`src/rtl/vram_dma.sv`:
```
// Byte-copy DMA from the CPU address space into the 8 KB LCD VRAM.
// CPU programs SRC/DST/LEN through byte registers; the CPU is halted while the copy runs.
module vram_dma #(
  parameter int unsigned BLOCK = 16
) (
  input  logic        clk,
  input  logic        reset,
  input  logic        reg_cs,
  input  logic        reg_we,
  input  logic [2:0]  reg_addr,
  input  logic [7:0]  reg_din,
  output logic [7:0]  reg_dout,
  output logic [15:0] mem_addr,
  output logic        mem_rd,
  input  logic [7:0]  mem_din,
  input  logic        mem_ack,
  output logic [12:0] vram_addr,
  output logic [7:0]  vram_dout,
  output logic        vram_we,
  output logic        busy,
  output logic        cpu_halt
);

  localparam int unsigned BlkW = $clog2(BLOCK);
  // Wide enough to hold 256 * BLOCK (LEN == 0).
  localparam int unsigned RemW = 9 + BlkW;

  typedef enum logic [1:0] {StIdle, StRead, StWrite} state_e;

  state_e            state_q, state_d;
  logic [15:0]       src_q, src_d;
  logic [12:0]       dst_q, dst_d;
  logic [7:0]        len_q, len_d;
  logic [15:0]       src_cnt_q, src_cnt_d;
  logic [12:0]       dst_cnt_q, dst_cnt_d;
  logic [RemW-1:0]   remain_q, remain_d;
  logic [7:0]        data_q, data_d;
  logic              busy_q, mem_rd_q, vram_we_q;
  logic              reg_wr;
  logic              start;

  // CPU-side writes are locked out for the whole transfer.
  assign reg_wr = reg_cs & reg_we & (state_q == StIdle);
  assign start  = reg_wr & (reg_addr == 3'd5) & reg_din[7];

  always_comb begin
    state_d   = state_q;
    src_d     = src_q;
    dst_d     = dst_q;
    len_d     = len_q;
    src_cnt_d = src_cnt_q;
    dst_cnt_d = dst_cnt_q;
    remain_d  = remain_q;
    data_d    = data_q;

    if (reg_wr) begin
      case (reg_addr)
        3'd0:    src_d[7:0]  = reg_din;
        3'd1:    src_d[15:8] = reg_din;
        3'd2:    dst_d[7:0]  = reg_din;
        3'd3:    dst_d[12:8] = reg_din[4:0];
        3'd4:    len_d       = reg_din;
        default: ;
      endcase
    end

    case (state_q)
      StIdle: begin
        if (start) begin
          src_cnt_d = src_q;
          dst_cnt_d = dst_q;
          remain_d  = RemW'({(len_q == 8'd0), len_q}) << BlkW;
          state_d   = StRead;
        end
      end
      StRead: begin
        if (mem_ack) begin
          data_d  = mem_din;
          state_d = StWrite;
        end
      end
      StWrite: begin
        src_cnt_d = src_cnt_q + 16'd1;
        dst_cnt_d = dst_cnt_q + 13'd1;
        remain_d  = remain_q - RemW'(1);
        state_d   = (remain_q == RemW'(1)) ? StIdle : StRead;
      end
      default: state_d = StIdle;
    endcase
  end

  always_ff @(posedge clk) begin
    if (reset) begin
      state_q   <= StIdle;
      src_q     <= '0;
      dst_q     <= '0;
      len_q     <= '0;
      src_cnt_q <= '0;
      dst_cnt_q <= '0;
      remain_q  <= '0;
      data_q    <= '0;
      busy_q    <= 1'b0;
      mem_rd_q  <= 1'b0;
      vram_we_q <= 1'b0;
    end else begin
      state_q   <= state_d;
      src_q     <= src_d;
      dst_q     <= dst_d;
      len_q     <= len_d;
      src_cnt_q <= src_cnt_d;
      dst_cnt_q <= dst_cnt_d;
      remain_q  <= remain_d;
      data_q    <= data_d;
      // Strobes are flopped from the next state so every output leaves a register.
      busy_q    <= (state_d != StIdle);
      mem_rd_q  <= (state_d == StRead);
      vram_we_q <= (state_d == StWrite);
    end
  end

  always_comb begin
    reg_dout = 8'h00;
    case (reg_addr)
      3'd0:    reg_dout = src_q[7:0];
      3'd1:    reg_dout = src_q[15:8];
      3'd2:    reg_dout = dst_q[7:0];
      3'd3:    reg_dout = {3'b000, dst_q[12:8]};
      3'd4:    reg_dout = len_q;
      3'd5:    reg_dout = {busy_q, 7'b0};
      default: reg_dout = 8'h00;
    endcase
  end

  assign mem_addr  = src_cnt_q;
  assign mem_rd    = mem_rd_q;
  assign vram_addr = dst_cnt_q;
  assign vram_dout = data_q;
  assign vram_we   = vram_we_q;
  assign busy      = busy_q;
  assign cpu_halt  = busy_q;

endmodule

```
`config.mk`:
```
export PLATFORM = sky130hd
export DESIGN_NAME = vram_dma
export DESIGN_NICKNAME = d
export VERILOG_FILES = /design/src/rtl/vram_dma.sv
export SDC_FILE = /design/constraint.sdc
export NUM_CORES = 1
export LEC_CHECK = 0
export BUFFER_PORTS_ARGS = -buffer_cell sky130_fd_sc_hd__clkbuf_2
export CORE_MARGIN = 1
export CORE_UTILIZATION = 52
export DETAILED_ROUTE_END_ITERATION = 12
export HOLD_SLACK_MARGIN = 0.02
export PLACE_DENSITY_LB_ADDON = 0.12
export SLEW_MARGIN = 20
export SYNTH_ARGS = -nofsm -noshare
export SYNTH_HDL_FRONTEND = slang
export SYNTH_SLANG_ARGS = --single-unit
```
`constraint.sdc`:
```
create_clock -name clk -period 2.4 [get_ports clk]
set_input_delay 0.24 -clock clk [delete_from_list [all_inputs] [get_ports clk]]
set_output_delay 0.24 -clock clk [all_outputs]
set_load 0.005 [all_outputs]
```
==> results of run 1 <==
## worst max-delay path by stage
| stage | to | slack (ps) | cells past startpoint |
|---|---|---|---|
| 2_1_floorplan | mem_addr[15] | 550 | 4 |
| 3_3_place_gp | mem_addr[15] | 470 | 4 |
| 3_5_place_dp | mem_addr[15] | 430 | 4 |
| 4_1_cts | mem_addr[15] | 410 | 4 |
| 5_1_grt | mem_addr[14] | 300 | 5 |
| 6_report | mem_addr[15] | 390 | 4 |
## kinds of logic (layout without fill, tap and decap cells)
kind of cell / count (synthesis) / count (layout)
AO/OA/AOI/OAI: 130 / 130
XOR/XNOR: 3 / 3
adder cells (fa/ha/maj): 4 / 4
buffers and inverters: 44 / 109
flip-flops: 92 / 92
multiplexers: 40 / 40
AND/OR/NAND/NOR: 207 / 207
## metrics by stage
stage	power, uW	worst slack [ps]	area [um2]
after floorplan	1677	554.5	4438
after global placement	1741	473.9	4900
after detailed placement	1744	433.1	4900
after CTS	2805	411.1	5100
after global routing	2877	304.4	5100
final	2786	393.0	5100
## per-layer routing
layer	up-vias	global-route usage
met2	195	0.4336
li1	2062	-
met5	-	0
met1	2119	0.4349
met4	0	0.07179
met3	15	0.04348
## cells in the mapped netlist, drive strengths merged (2+ instances only)
master | n | share of area
nand4b | 2 | 0.0039
o21ai | 9 | 0.010
mux2i | 36 | 0.081
and4 | 2 | 0.0039
nand2 | 54 | 0.046
buf | 11 | 0.016
o211ai | 13 | 0.022
o31ai | 2 | 0.0034
ha | 4 | 0.011
and4b | 3 | 0.0068
or3 | 12 | 0.017
nand2b | 3 | 0.0042
a2bb2oi | 11 | 0.022
inv | 6 | 0.0051
o22ai | 5 | 0.0070
o32ai | 2 | 0.0039
o311ai | 5 | 0.0099
nor4 | 6 | 0.012
nor2b | 5 | 0.0070
or2 | 2 | 0.0028
a31oi | 22 | 0.031
or4 | 6 | 0.011
nand3 | 38 | 0.043
nor2 | 47 | 0.040
xnor2 | 2 | 0.0039
a21oi | 44 | 0.050
clkbuf | 26 | 0.022
and3 | 5 | 0.0070
dfxtp | 92 | 0.41
a22oi | 8 | 0.014
nor3 | 6 | 0.0068
nand4 | 12 | 0.018
o221a | 2 | 0.0051
mux2 | 3 | 0.0076
## area by class of cell
cell class | instances | area (um2)
Multi-Input combinational cell | 384 | 2406
Clock inverter | 5 | 58.81
Inverter | 6 | 22.52
Tap cell | 105 | 131.4
Fill cell | 787 | 3158
Sequential cell | 92 | 1842
Clock buffer | 11 | 141.4
Timing Repair Buffer | 87 | 498.0
## worst max-delay path: cells and delay by family (launching register included)
kind            cells  cell delay, ps
flops               1             450
compound gates      1             170
simple gates        3            1330
## report_power, final
group	total (uW)	leakage [uW]	switching, uW	internal (uW)
logic	161	0.00115	104	56.2
clock network	1070	0.0000959	561	513
registers	1550	0.000742	14.6	1540
## state kept, by name, summed over array words and instances, names as in the netlist
signal,count
busy,1
dst_q,13
len_q,8
mem_addr,16
mem_rd,1
remain_q,13
src_q,16
state_q,2
vram_addr,13
vram_dout,8
vram_we,1
==> flow_summary.toml, run 1 <==
[run_status]
status = "finished, final reports clean"

[synth]
synth_top_family_by_area = "simple AND/OR/NAND/NOR gates"
synth_mux_area_frac = 0.09388
synth-seq-cells = 92
synth_cells = 520
ys.flop_type = "dfxtp_1"
synth_fa_ha_area_frac = 0.01128
synth_compound_area_frac = 0.1917
synthSimpleGateAreaFrac = 0.2368
synth_area_mm2 = 0.004438
syn_area_per_cell_um2 = 8.535
synth-async-reset-ratio = 0
synth-seq-area-share = 0.4150
synth-edff-count = 0
synth_nets = 548
yosysWarnings = 0
synth_xor_area_frac = 0.005920
yosys.cell_types.count = 57

[clock_tree]
cts_setup_buffers = 0
cts.clk_slew.worst_paths_ps = 90
cts_max_path_buffers = 2
clkSinkCount = 92
cts_tree = "built"
postCtsHoldBufs = 0
cts_resized = 0
clockRootBuffer = "clkbuf_8"
numCtsBuffers = 9
htree_levels = 3
clk_latency_ps = 360

[floorplan]
core_mm2 = 0.008258
start_util = 0.5374
ios = 73
die_area_mm2 = 0.008909
die_h_um = 94.39
fp.dieW_um = 94.39
rows = 33

[placed_design]
dp.cells = 674
routabilityCongestion = 0.9105
post-dp-hpwl_mm = 9.066
port_buffers = 72

[routing]
ant_nets = 0
drc = 0
num_vias = 4391
drtPass1Iterations = 5
wl_met3_um = 923
highest-signal-layer = "met4"
drt-total-wl_mm = 12.72
dr_wl_met2_mm = 5.725
met1_length_mm = 5.902
first_iter_violations = 343
routed_via_density = 6.364
wl_per_cell_um = 18.44

[timing]
skew_ps = 9.014
finalSetupViolCount = 0
period_share = 0.8362
tightestPinTransition_ps = 681.6
rsz0062_at_grt = "false"
fin_setup_tns_ps = 0
max_freq_mhz = 498.3
period_minus_slack_ps = 2007
drv_slew = 0
slew_headroom = 0.5456
hold_ws_ps = 104.7
hold_violations = 0

[worst_setup_path]
critical-path-max-stage-delay_ps = 600
end_kind = "flip-flop"
required_ps = 2690
startpoint_type = "flip-flop"
r2r-end = "mem_addr[15]"
cp.arrival_ps = 2300
rr_worst_depth = 4
path_class = "reg2reg"
ff2ff_setup_slack_ps = 390
crit_chain = "nand4_1 > or4_4 > or4_1 > a31oi_1"
path_max_fanout = 7
r2r_start = "mem_addr[4]"
slowest_stage = "or4_4"
crit_start = "mem_addr[4]"

[pwr]
ir_worst_vdd_v = 0.0003564
power.density_mw_per_mm2 = 546.4
p_leak_uw = 0.001985

[min_path]
whs_endpoint = "vram_dout[6]"
hp-start = "mem_din[6]"
hp-class = "in2reg"
hold_depth = 3

[finish]
drive_above_1_share = 0.2000
layout.cells.non_filler = 690
mostFrequentLayoutCells = "dfxtp_1 (92), clkbuf_2 (71), nand2_1 (54), nor2_1 (46), a21oi_1 (44)"
fin_util = 0.6176
n_antenna_cell = 0
final_common_cell = "dfxtp_1"
syn_to_final_growth_pct = 14.91
final_nets = 608

[grt]
grt_pass1_wl_mm = 19.77
grt_overflow_total = 0
antenna_found_initial = 0
grt_pass1_vias = 3770
grt_start_max_net_pins = 55
grt_usage = 0.2905

[run]
maxCapViolations = 0
No activity file was read; power rests on OpenSTA's default activity.
==> inputs of run 2 (changes only) <==
--- a/config.mk
+++ b/config.mk
@@ -7,7 +7,7 @@
 export LEC_CHECK = 0
 export BUFFER_PORTS_ARGS = -buffer_cell sky130_fd_sc_hd__clkbuf_2
 export CORE_MARGIN = 1
-export CORE_UTILIZATION = 52
+export CORE_UTILIZATION = 51
 export DETAILED_ROUTE_END_ITERATION = 12
 export HOLD_SLACK_MARGIN = 0.02
 export PLACE_DENSITY_LB_ADDON = 0.12
==> constraint.sdc (replaced) <==
create_clock -name clk -period 1.8 [get_ports clk]
set_input_delay 0.18 -clock clk [delete_from_list [all_inputs] [get_ports clk]]
set_output_delay 0.18 -clock clk [all_outputs]
set_load 0.005 [all_outputs]
==> flow_summary.toml, run 2 (synthesized netlist as in run 1, its figures left out) <==
[run_status]
status = "finished, final reports clean"

[floorplan]
start_util = 0.5348
rows = 33
die_area_mm2 = 0.009079
fp.dieW_um = 95.29
ios = 73
die_h_um = 95.29
core_mm2 = 0.008299

[routing]
ant_nets = 0
drt-total-wl_mm = 12.40
first_iter_violations = 195
drtPass1Iterations = 5
drc = 0
wl_per_cell_um = 17.22
num_vias = 4360
routed_via_density = 6.056

[worst_setup_path]
critical-path-max-stage-delay_ps = 370
cp.arrival_ps = 1940
slowest_stage = "or3_1"
crit_chain = "or3_1 > or3_1 > o311ai_2 > buf_4 > o31ai_1"
cp_top_family = "simple AND/OR/NAND/NOR gates"
startpoint_type = "flip-flop"
crit_buf_inv = 1
path_class = "reg2reg"
end_kind = "flip-flop"
required_ps = 2040
rr_worst_depth = 5
path_max_fanout = 4
path_depth = 5
worst_path_most_repeated_cell = "or3_1"

[finish]
syn_to_final_growth_pct = 21.29
mostFrequentLayoutCells = "dfxtp_1 (87), clkbuf_2 (72), nand2_1 (54), nor2_1 (46), a21oi_1 (44)"
multiInputGateArea_mm2 = 0.002431
drive_above_1_share = 0.2504
final_common_cell = "dfxtp_1"
seq_area_mm2 = 0.001848
n_antenna_cell = 0
fin_util = 0.6486
fillers = 725
stdcell_area_mm2 = 0.005383
final_nets = 639

[timing]
tightestPinTransition_ps = 516.8
rsz0062_at_grt = "false"
max_freq_mhz = 586.6
slew_headroom = 0.6555
skew_ps = 8.802
drv_slew = 0
finalSetupViolCount = 0
fin_setup_tns_ps = 0
hold_violations = 0
period_minus_slack_ps = 1705
period_share = 0.9471

[grt]
grt_usage = 0.2789
grt_pass1_vias = 3896
grt_pass1_wl_mm = 19.51
grt_start_max_net_pins = 64
antenna_found_initial = 0
grt_overflow_total = 0

[clock_tree]
cts_max_path_buffers = 2
numCtsBuffers = 9
htree_levels = 3
cts.clk_slew.worst_paths_ps = 90
postCtsHoldBufs = 0
clockRootBuffer = "clkbuf_8"
clk_latency_ps = 360
clkSinkCount = 92
cts_tree = "built"

[placed_design]
routabilityCongestion = 0.8879
placement.cell_area_mm2 = 0.005149
port_buffers = 72
post-dp-hpwl_mm = 9.040

[run]
maxCapViolations = 0

[pwr]
power.density_mw_per_mm2 = 702.2
ir_worst_vdd_v = 0.0004913
p_leak_uw = 0.002144

[min_path]
hold_depth = 3
hp-class = "in2reg"
-- run 2: cell types whose count changed in the layout (fill, tap and decap cells not counted), sizes merged --
cell    change
buf        +30
bufinv      +1
clkbuf      +1
clkinv      -1
inv         -1
-- run 2: timing repair --
item,4_1_cts,5_1_grt
buffers inserted,0,0
hold endpoints to repair,0,0
setup endpoints to repair,0,8
gates resized for setup,0,5
-- run 2: worst reg2reg max path, delay by kind of cell, from the launching register on --
family	cells	cell delay [ps]
compound gates	2	360
simple gates	2	730
buf+inv	1	170
flops	1	330
-- run 2: worst paths after layout --
check,start,to,slack (ps)
max,remain_q[8],state_q[0],100
min,mem_din[1],vram_dout[1],50
max reg2reg,remain_q[8],state_q[0],100
min reg2reg,vram_dout[4],vram_dout[4],460
-- run 2: where the power goes --
part           internal (uW)  switching (uW)  total, uW
combinational           87.3             141        228
clock                    776             710       1490
sequential              2050            16.7       2070
total                   2910             867       3780
-- run 2: layout make-up --
class	count	area share
well taps	105	0.02441
inverters	6	0.004184
clock inverters	4	0.01395
clock buffers	11	0.02441
flip-flops and latches	92	0.3433
multi-input cells	384	0.4517
repair buffers	118	0.1381
-- run 2: per-layer routing --
layer | wire length (um) | vias to the layer above | global-route usage
met5 | 0 | - | 0
met4 | 150 | 0 | 0.07197
met3 | 719 | 15 | 0.05502
met2 | 5707 | 167 | 0.4387
met1 | 5822 | 2053 | 0.3889
li1 | - | 2125 | -
-- run 2: stage by stage --
stage                     cells  total power, uW  hold slack (ps)  setup WS (ps)
after global routing        720             3894            52.12          2.458
after detailed placement    705             2334            423.6          78.44
after global placement      705             2330            417.8          116.9
after floorplan             520             2236            323.9          14.31
after CTS                   720             3803            39.07          59.38
final                       720             3780            48.89          95.24
==> inputs of run 3 (changes only) <==
--- a/config.mk
+++ b/config.mk
@@ -11,6 +11,7 @@
 export DETAILED_ROUTE_END_ITERATION = 12
 export HOLD_SLACK_MARGIN = 0.02
 export PLACE_DENSITY_LB_ADDON = 0.12
+export SKIP_LAST_GASP = 1
 export SLEW_MARGIN = 20
 export SYNTH_ARGS = -nofsm -noshare
 export SYNTH_HDL_FRONTEND = slang
==> constraint.sdc (replaced) <==
create_clock -name clk -period 1.8 [get_ports clk]
set_input_delay 0.09 -clock clk [delete_from_list [all_inputs] [get_ports clk]]
set_output_delay 0.09 -clock clk [all_outputs]
set_load 0.005 [all_outputs]
==> flow_summary.toml, run 3 (synthesized netlist as in run 1, its figures left out) <==
[run_status]
status = "finished, violations left"
failed_checks = "setup timing"

[routing]
first_iter_violations = 337
routed_via_density = 6.051
ant_nets = 0
drtPass1Iterations = 5
wl_per_cell_um = 17.18
drc = 0
drt-total-wl_mm = 12.54
num_vias = 4417

[grt]
grt_usage = 0.2888
grt_overflow_total = 0
grt_pass1_vias = 3977
antenna_found_initial = 0
grt_pass1_wl_mm = 20.07
grt_start_max_net_pins = 64

[floorplan]
core_mm2 = 0.008299
ios = 73
rows = 33
fp.dieW_um = 95.29
die_area_mm2 = 0.009079
start_util = 0.5348
die_h_um = 95.29

[finish]
syn_to_final_growth_pct = 22.92
mostFrequentLayoutCells = "dfxtp_1 (88), clkbuf_2 (72), nand2_1 (54), nor2_1 (46), a21oi_1 (44)"
fillers = 700
drive_above_1_share = 0.2480
fin_util = 0.6573
layout.cells.non_filler = 730
final_nets = 648
n_antenna_cell = 0
final_common_cell = "dfxtp_1"

[clock_tree]
numCtsBuffers = 9
cts.clk_slew.worst_paths_ps = 90
cts_max_path_buffers = 2
clk_latency_ps = 360
htree_levels = 3
clkSinkCount = 92
cts_tree = "built"
clockRootBuffer = "clkbuf_8"

[timing]
tightestPinTransition_ps = 514.3
max_freq_mhz = 551.5
drv_slew = 0
hold_ws_ps = 38.77
finalSetupViolCount = 1
skew_ps = 9.668
setup_ws_ps = -13.16
period_minus_slack_ps = 1813
rsz0062_at_grt = "true"
hold_violations = 0
period_share = 1.007
slew_headroom = 0.6571

[placed_design]
routabilityCongestion = 0.8867
port_buffers = 72
dp_slack_ps = 62.48
dp.cells = 704
post-dp-hpwl_mm = 8.966

[pwr]
power.density_mw_per_mm2 = 677.3
p_leak_uw = 0.002170
ir_worst_vdd_v = 0.0003650

[worst_setup_path]
ff2ff_setup_slack_ps = -10
r2r-end = "mem_addr[15]"
end_kind = "flip-flop"
r2r_start = "mem_addr[11]"
startpoint_type = "flip-flop"
required_ps = 2090
cp.arrival_ps = 2100
path_class = "reg2reg"
path_max_fanout = 5
rr_worst_depth = 4

[min_path]
hp-class = "in2reg"
hold_depth = 3
whs_endpoint = "dst_q[5]"
hp-start = "reg_din[5]"

[run]
maxCapViolations = 0
==> run 3: layout make-up <==
cell class,count,area (um2),share of cell area
multi-input cells,384,2429,0.4452
flip-flops and latches,92,1847,0.3385
repair buffers,127,833.3,0.1528
clock buffers,11,131.4,0.02408
well taps,105,131.4,0.02408
clock inverters,5,61.31,0.01124
inverters,6,22.52,0.004128
==> run 3: critical path, stage by stage, from the launching register on <==
cell and delay, ps:
dfxtp_1 410, nand3_1 150, or4_4 520, or4_1 490
a31oi_1 180
==> run 3: where the power goes <==
part / internal, uW / switching (uW) / total [uW]
clock network: 649 / 739 / 1390
logic: 98.5 / 142 / 241
registers: 2050 / 17.4 / 2070
==> run 3: routing by layer <==
layer  global-route usage  up-vias  share of wire
met5                    0        -              0
met4              0.09596        0          0.013
met3              0.03509       14          0.059
met2               0.4399      165           0.46
met1               0.4206     2102           0.46
li1                     -     2136              -
==> run 3: what timing repair did <==
item	in CTS	in global routing
hold buffers	9	0
gates resized for setup	0	7
setup buffers	0	1
endpoints found under the hold margin	9	0
endpoints found under the setup margin	0	11
==> run 3: how the worst max path moves through the flow <==
stage,startpoint,to,slack [ps]
floorplan,mem_addr[8],mem_addr[15],10
global placement,remain_q[7],busy,110
detailed placement,remain_q[7],busy,60
CTS,state_q[0],dst_q[10],50
global route,mem_addr[11],mem_addr[15],-30
finish,mem_addr[11],mem_addr[15],-10
==> run 3: stage by stage <==
step / power (uW) / instance area (um2) / TNS [ps]
floorplan: 2236 / 4442 / 0
global placement: 2328 / 5141 / 0
detailed placement: 2332 / 5141 / 0
CTS: 3719 / 5424 / 0
global route: 3838 / 5455 / -33.50
finish: 3695 / 5455 / -13.16
